==> config.mk <==
export PLATFORM = sky130hd
export DESIGN_NAME = score_display_mux
export DESIGN_NICKNAME = d
export VERILOG_FILES = /design/src/rtl/score_display_mux.sv
export SDC_FILE = /design/constraint.sdc
export NUM_CORES = 1
export LEC_CHECK = 0
export BUFFER_PORTS_ARGS = -buffer_cell sky130_fd_sc_hd__buf_2
export CORE_ASPECT_RATIO = 2
export CORE_UTILIZATION = 40
export CTS_CLUSTER_DIAMETER = 80
export DETAILED_ROUTE_END_ITERATION = 10
export GPL_TIMING_DRIVEN = 0
export PLACE_DENSITY = 0.63
export SETUP_SLACK_MARGIN = 0.15
export SLEW_MARGIN = 5
export SYNTH_ARGS = -nofsm -noshare
export SYNTH_HDL_FRONTEND = slang
export SYNTH_SLANG_ARGS = --single-unit
==> constraint.sdc <==
create_clock -name clk -period 2.9 [get_ports clk]
set_input_delay 0.435 -clock clk [delete_from_list [all_inputs] [get_ports clk]]
set_output_delay 0.435 -clock clk [all_outputs]
set_load 0.005 [all_outputs]
==> src/rtl/score_display_mux.sv <==
// Two-player score to 4-digit multiplexed 7-segment display, with frame-synchronous score updates.
// Optional SCORE_BLINK_EN: a player's digits blink while that player's score equals WIN_SCORE.
module score_display_mux #(
  parameter int         REFRESH_DIV = 50000,
  parameter int         BLINK_DIV   = 25000000,
  parameter logic [3:0] WIN_SCORE   = 4'd15
) (
  input  logic       clk,
  input  logic       reset,
  input  logic [3:0] score0,
  input  logic [3:0] score1,
  input  logic       upd,
  output logic [7:0] seg,
  output logic [3:0] an,
  output logic       frame
);

  localparam int CW = (REFRESH_DIV > 2) ? $clog2(REFRESH_DIV) : 1;

  logic [CW-1:0] cnt;
  logic [1:0]    idx;
  logic [3:0]    stg0, stg1, sh0, sh1;
  logic          pending;
  logic          wrap, boundary;

  assign wrap     = (cnt == CW'(REFRESH_DIV - 1));
  assign boundary = wrap && (idx == 2'd3);

  function automatic logic [6:0] seg7(input logic [3:0] d);
    case (d)
      4'd0:    seg7 = 7'h40;
      4'd1:    seg7 = 7'h79;
      4'd2:    seg7 = 7'h24;
      4'd3:    seg7 = 7'h30;
      4'd4:    seg7 = 7'h19;
      4'd5:    seg7 = 7'h12;
      4'd6:    seg7 = 7'h02;
      4'd7:    seg7 = 7'h78;
      4'd8:    seg7 = 7'h00;
      4'd9:    seg7 = 7'h10;
      default: seg7 = 7'h7F;
    endcase
  endfunction

`ifdef SCORE_BLINK_EN
  localparam int BW = (BLINK_DIV > 2) ? $clog2(BLINK_DIV) : 1;
  logic [BW-1:0] bcnt;
  logic          phase;

  always_ff @(posedge clk) begin
    if (reset) begin
      bcnt  <= '0;
      phase <= 1'b1;
    end else if (bcnt == BW'(BLINK_DIV - 1)) begin
      bcnt  <= '0;
      phase <= ~phase;
    end else begin
      bcnt <= bcnt + 1'b1;
    end
  end
`else
  logic unused_cfg;
  assign unused_cfg = ^{BLINK_DIV[0], WIN_SCORE};
`endif

  // idx[1] picks the player, idx[0]=0 is the tens digit
  logic [3:0] v;
  logic [6:0] glyph;
  logic [7:0] seg_nxt;
  logic [3:0] an_nxt;

  always_comb begin
    v      = idx[1] ? sh1 : sh0;
    glyph  = 7'h7F;
    if (!idx[0]) glyph = (v >= 4'd10) ? 7'h79 : 7'h7F;
    else         glyph = seg7((v >= 4'd10) ? v - 4'd10 : v);
    seg_nxt = {(idx != 2'd1), glyph};
`ifdef SCORE_BLINK_EN
    if (v == WIN_SCORE && !phase) seg_nxt = 8'hFF;
`endif
    an_nxt = ~(4'b1000 >> idx);
  end

  always_ff @(posedge clk) begin
    if (reset) begin
      cnt     <= '0;
      idx     <= 2'd0;
      stg0    <= 4'd0;
      stg1    <= 4'd0;
      sh0     <= 4'd0;
      sh1     <= 4'd0;
      pending <= 1'b0;
      seg     <= 8'hFF;
      an      <= 4'b1111;
      frame   <= 1'b0;
    end else begin
      cnt   <= wrap ? '0 : cnt + 1'b1;
      if (wrap) idx <= idx + 2'd1;
      frame <= boundary;
      // an update landing on the boundary itself bypasses staging
      if (boundary && upd) begin
        sh0     <= score0;
        sh1     <= score1;
        pending <= 1'b0;
      end else if (boundary && pending) begin
        sh0     <= stg0;
        sh1     <= stg1;
        pending <= 1'b0;
      end else if (upd) begin
        stg0    <= score0;
        stg1    <= score1;
        pending <= 1'b1;
      end
      seg <= seg_nxt;
      an  <= an_nxt;
    end
  end

endmodule
# Word-level counts from Yosys, hierarchy flattened

Memories as Yosys holds them, arrays and structs flattened.
Index checks and enable logic that the tools add are counted.

Add/sub/neg operators: 3
Multipliers: 0
Divide/modulo/power cells: 0
Order comparisons: 1
Equality and inequality tests: 3
Shift operators: 1
Multiplexer cells: 8
Bitwise logic cells: 3
Reductions and logical operators: 7

Operator list:

| operator                                         | number |
|---|---|
| two-way mux 4 bit                                | 6 |
| adder 16 x 1 -> 16 bit, second input constant    | 1 |
| equality test 16 bit, second input constant      | 1 |
| two-way mux 7 bit                                | 1 |
| >= comparator 4 bit, second input constant       | 1 |
| inverter 4 bit                                   | 1 |
| right shift 4 x 2 -> 4 bit, first input constant | 1 |
| subtractor 4 bit, second input constant          | 1 |
| logical AND 1 bit                                | 3 |
| two-way mux 3 bit                                | 1 |
| AND reduction 3 bit                              | 1 |
| OR reduction 3 bit                               | 1 |
| adder 2 x 1 -> 2 bit, second input constant      | 1 |
| equality test 2 bit, second input constant       | 1 |
| != test 2 x 1 -> 1 bit, second input constant    | 1 |
| inverter 1 bit                                   | 2 |
| nonzero test 2 bit                               | 1 |
| OR reduction 2 bit                               | 1 |

Bits in registers: 48
Bits in latches: 0
Memory bits (writable): 0
Memory bits (read-only): 112
Input bits: 11
Output and inout bits: 13
Logic and storage cells: 37
Memories: 1

Memory list:

| name            | words | width | read ports | clocked after memory_dff | wr ports | line | RTL |
|---|---|---|---|---|---|---|---|
| (no name shown) | 16    | 7     | 1          | 0                        | 0        | 30   | `case (d)` |

# Longest topological paths before layout

Depth after elaboration: 5
Gate-level depth with buffers: 10
Depth with buffers taken out: 9

# Least setup slack after synthesis

OpenSTA, ideal clock, no wires.

Kind: register -> register
Start point: reg idx[1]
End point: reg seg[4]
Library setup time: 130 ps
Arrival: 1793 ps
Required time: 2770 ps
Setup slack: 977 ps
Cell stages (with the launch flop): 9
Buffers on the path: 1
Period minus slack after synthesis: 1923 ps
Cells stage by stage: dfxtp_1 buf_2 mux2_2 inv_1 ha_1 nand2_1 nand2_1 nor4bb_1 a31oi_1

Longest elaborated chain between the ends: 5
Elaborated cells between the ends (all ways): 6
Classes of those cells: 1 x add/sub; 1 x order compare; 3 x mux; 1 x memory

RTL lines:

| element                                                 | line | RTL |
|---|---|---|
| from (decl)                                             | 21   | `logic [1:0] idx;` |
| from (signal assigned)                                  | 98   | `if (wrap) idx <= idx + 2'd1;` |
| two-way mux 4 bit (*)                                   | 73   | `v = idx[1] ? sh1 : sh0;` |
| subtractor 4 bit or >= comparator 4 bit (tied branches) | 76   | `else glyph = seg7((v >= 4'd10) ? v - 4'd10 : v);` |
| two-way mux 4 bit (*)                                   | 76   |  |
| memory read (16 x 7 bit) (*)                            | --   |  |
| two-way mux 7 bit (*)                                   | 75   | `if (!idx[0]) glyph = (v >= 4'd10) ? 7'h79 : 7'h7F;` |
| to (signal assigned)                                    | 114  | `seg <= seg_nxt;` |
| to (decl)                                               | 13   | `output logic [7:0] seg,` |

Mark *: on every way between the ends. The rest lies on a longest branch, timed or not.
A chain may end at the register's enable or synchronous reset.

# Worst setup path in the final report

Ends and elaborated chain as after synthesis.

==> results <==
- The initial antenna violation count is 0.
- Counting buffers and inverters, the worst setup path is 8 cells deep.
- Detailed routing inserted a total of 1,808 vias.
- The detail route stage leaves a number of antenna-violating nets equal to 0.
- The final clock skew is 0.006994 ns.
- The die extent in x is 55.65 µm.
- The H-tree was split into 2 levels.
- The longest individual stage delay on the worst path is about 0.38 ns.
- The terminus of the critical flop-to-flop path is seg[4].
- The top flip-flop cell by instance count after synthesis is sky130_fd_sc_hd__dfxtp_1.
- Dividing the final minimum period by the clock period gives 74.24%.
- The number of nets handed over by synthesis was 286.
- In this run the static leakage power is a little over 0.001 µW.
- The run finished with clean final reports.
- Summing all placed instances gives a cell area of 2487 µm².
- Counting every instance in the synthesized netlist gives roughly 260.
- The count of final setup violators is 0.
- The total congestion overflow is 0.
- Power spread over the standard cell area amounts to 433.1 nW/µm².
- For the worst-skew pair, the clock arrives at the later sink with an insertion delay of 0.30 ns.
- In this run the count of I/O pins placed on the die edge is 24.
- Among all stages on the critical path, the largest delay is contributed by sky130_fd_sc_hd__mux2_2.
- The data arrival time of the worst path is 2.33 ns.
- The cell occurring most often along the worst timing path is sky130_fd_sc_hd__nand2_1.
- Counting flops with a built-in enable in the synthesized netlist gives 0.
- The number of hold-slack violations in the final timing report came to 0.
- Entering global routing, the biggest net connects 14 pins.
- Measured in cells, the most critical reg-to-reg path has a length of 8.
- The wire length per cell is 12.31 µm.
- The global routing usage summed across all routing layers is approximately 16%.
- The path with the worst hold slack has its endpoint at stg1[0].
- The count of buffer and inverter cells on the critical path is 2.
- The initialized floorplan defines 38 standard-cell rows.
- The routability congestion estimate from global placement is 0.8111.
- The number of DRC violations after detailed routing is 0.
- In this run the tool buffered the top-level ports with 22 buffer cells.
- The category of the most critical setup path is register to register.
- Once layout is complete, the cells apart from fillers number around 350.
- The largest buffer count on any clock path is 2.
- The clock root buffer is sky130_fd_sc_hd__clkbuf_8.
- Wire segments on met3 add up to about 130 µm in the final route.
- sky130_fd_sc_hd__nor2_1 is the most common cell in the netlist.
- Timing would allow up to 464.5 MHz.
- The repair_antennas step left the layout with diodes totalling 0.
- At the pin with the least slew margin, the transition time is 0.6420 ns.
- Setup repair after global routing left no endpoint under its margin.
- The first-pass GRT wire length is roughly 7.7 mm.
- Headroom to the max-slew limit came out at 57.20%.
- The synthesized design spends more area on one cell type than any other, namely sky130_fd_sc_hd__dfxtp_1.
- The worst setup path is launched from a register.
- The post-synthesis sequential area ratio is 40.87%.
- By area the synthesized netlist is led by sky130_fd_sc_hd__dfxtp_1 41%, sky130_fd_sc_hd__nor2_1 11%, sky130_fd_sc_hd__mux2i_1 6.5%, sky130_fd_sc_hd__ha_1 6.0%, sky130_fd_sc_hd__nor4_2 3.8%.
- TritonCTS created 5 clock buffers.
- The data required time of the critical path is 3.08 ns.
- The net count of the finished layout is approximately 320.
- The number of synthesized register bits is between 40 and 50.
- The routed design has 4.356 mm of wire.
- Summed over all nets, the half-perimeter wirelength after detailed placement is approximately 3.3 mm.
- The post-route netlist has 15.65% of its cells at a drive strength greater than 1.
- The register-to-register setup slack is 0.75 ns.
- The tool flagged a number of max-cap violations equal to 0.
- In this run the most critical hold path is launched from score1[0].
- The origin of the critical flop-to-flop path is idx[1].
- Each instance of the synthesized netlist takes up on average 8.720 µm².
- The family with the most delay on the worst path is simple AND/OR/NAND/NOR gates.
- Gates resized during post-CTS repair numbered 0.
- Adding up every negative setup slack in the final design gives 0 ns.
- The worst hold path belongs to the class input port to register.
- The tree built by TritonCTS fans out to 47 sinks.
- The total iterations of the first detailed-routing run is 4.
- The via count of the first global-routing pass is 1,746.
- The critical path endpoint category is a register.
- The number of max-slew violations in the final report is 0.
- Including well taps, the total number of placed cells is roughly 350.
- Dividing the detail-routed via count by the number of cells gives ~5.1.
- IR analysis of the VDD net gives a maximum drop of between 0.0003 and 0.0004 V.
- The design area is 2569 µm².
- For this run, the share of the core covered by cells in the final layout is 46.98%.
- The async set or reset register ratio after synthesis is 0%.
- Once the floorplan was initialized, standard cells occupied a little over two fifths of the core.
- The die outline height is 109.3 µm.
- Counting I/O delays and the setup requirement, the final critical path takes 2.153 ns.
- The synthesized area is between 2000 and 2500 µm².
- The floorplan step defined a die boundary enclosing 6081 µm².
- Along the worst path, the maximum fanout reaches 10.
- The number of hold buffers added after CTS was 0.
- Clock-pin slew was measured on the worst setup and hold paths at 0.08 ns.
- Counting instances, the worst hold path has a depth of 3.
- For this run, the number of Yosys warnings is 0.
- The met2 routed wirelength is 2.340 mm.
- The synthesized netlist contains 36 unique library cells.
- In the final routing, the length of wire on met1 measures 1.702 mm.
- The signal on the critical path passes through buf_2 -> mux2_2 -> inv_1 -> ha_1 -> nand2_1 -> nand2_1 -> nor4bb_1 -> a31oi_1.
- The area share of the largest cell type after synthesis is 40.87%.
- After detailed routing, no signal wire sits above met4.
- Buffers added to address setup during post-CTS repair amount to 0.
- TritonCTS built the clock tree.
- After floorplanning, the core was sized to cover about 5500 µm².
- The area added between synthesis and finish is 11.58%.
- In this run, the number of DRC markers left after iteration 0 of detailed routing was 44.
- Sorting the synthesized cells by how often they occur yields 65 x sky130_fd_sc_hd__nor2_1, 47 x sky130_fd_sc_hd__dfxtp_1, 18 x sky130_fd_sc_hd__inv_1.
==> final cells by class <==
type	instances	area (µm²)
fill	547	2899
tap	60	75.07
sequential	47	940.9
buffer	12	66.31
timing repair buffer	22	110.1
multi-input combinational	187	1227
clock buffer	7	76.32
clock inverter	1	5.005
inverter	18	67.56
==> cells by family (layout without fill, tap and decap cells) <==
group,after synthesis,count (layout),synth area share [%]
multiplexers,18,18,7.989
buffers and inverters,30,60,5.815
XOR/XNOR,15,15,5.707
AO/OA/AOI/OAI,23,23,6.304
flip-flops,47,47,40.87
AND/OR/NAND/NOR,120,120,27.34
adder cells (fa/ha/maj),11,11,5.978
==> sequential cells by signal (all words and copies together), names as in the netlist <==
signal and flops:
frame 1, cnt 16, stg0 4, an 4, pending 1, sh1 4, seg 7, idx 2
sh0 4, stg1 4
==> routing by layer <==
metal / up-vias / global-route usage [%]
met1: 817 / 15.70
met4: 0 / 10.89
met2: 30 / 30.81
met3: 16 / 3.647
met5: - / 0
li1: 945 / -
==> worst min-delay path: cells and delay by family <==
kind,cells,cell delay (ns)
buffers and inverters,1,0.08
muxes,1,0.06
and+or+nand+nor,1,0.07
==> how the worst max path moves through the flow <==
| stage | endpoint | startpoint |
|---|---|---|
| 3_3_place_gp | seg[4] | idx[1] |
| 2_1_floorplan | seg[4] | idx[1] |
| 5_1_grt | seg[3] | idx[1] |
| 6_report | seg[4] | idx[1] |
| 4_1_cts | seg[4] | idx[1] |
| 3_5_place_dp | seg[4] | idx[1] |
==> per-stage QoR <==
stage / setup WS (ns) / hold slack, ns / power, µW
finish: 0.7471 / 0.3708 / 1113
global route: 0.4803 / 0.3773 / 1170
CTS: 0.7396 / 0.3623 / 1129
detailed placement: 0.7510 / 0.4551 / 747.3
global placement: 0.8088 / 0.4483 / 745.7
floorplan: 0.9771 / 0.4295 / 726.2
==> report_power, final <==
part / internal (µW) / leakage [µW] / switching [µW] / total [µW]
Clock: 169 / 0.0000422 / 212 / 381
Sequential: 657 / 0.000382 / 6.48 / 663
Combinational: 27.8 / 0.000599 / 40.6 / 68.3
==> placed cells by master, fill, tap and decap left out, types with 2 or more instances in the layout <==
cell type	instances
sky130_fd_sc_hd__dfxtp_1	47
sky130_fd_sc_hd__clkbuf_8	5
sky130_fd_sc_hd__nor2_1	65
sky130_fd_sc_hd__xor2_1	7
sky130_fd_sc_hd__o21ai_0	7
sky130_fd_sc_hd__buf_2	24
sky130_fd_sc_hd__a211oi_1	2
sky130_fd_sc_hd__nand2_1	11
sky130_fd_sc_hd__mux2_2	3
sky130_fd_sc_hd__nor4_2	7
sky130_fd_sc_hd__buf_4	3
sky130_fd_sc_hd__clkbuf_1	8
sky130_fd_sc_hd__nand4b_1	2
sky130_fd_sc_hd__xnor2_1	8
sky130_fd_sc_hd__and3_1	2
sky130_fd_sc_hd__nor3_1	7
sky130_fd_sc_hd__a31oi_1	9
sky130_fd_sc_hd__ha_1	11
sky130_fd_sc_hd__nand3_1	6
sky130_fd_sc_hd__nand2b_1	6
sky130_fd_sc_hd__and3b_1	2
sky130_fd_sc_hd__nand4_1	5
sky130_fd_sc_hd__mux2i_1	15
sky130_fd_sc_hd__inv_1	18
No activity file was read; power rests on OpenSTA's default activity.
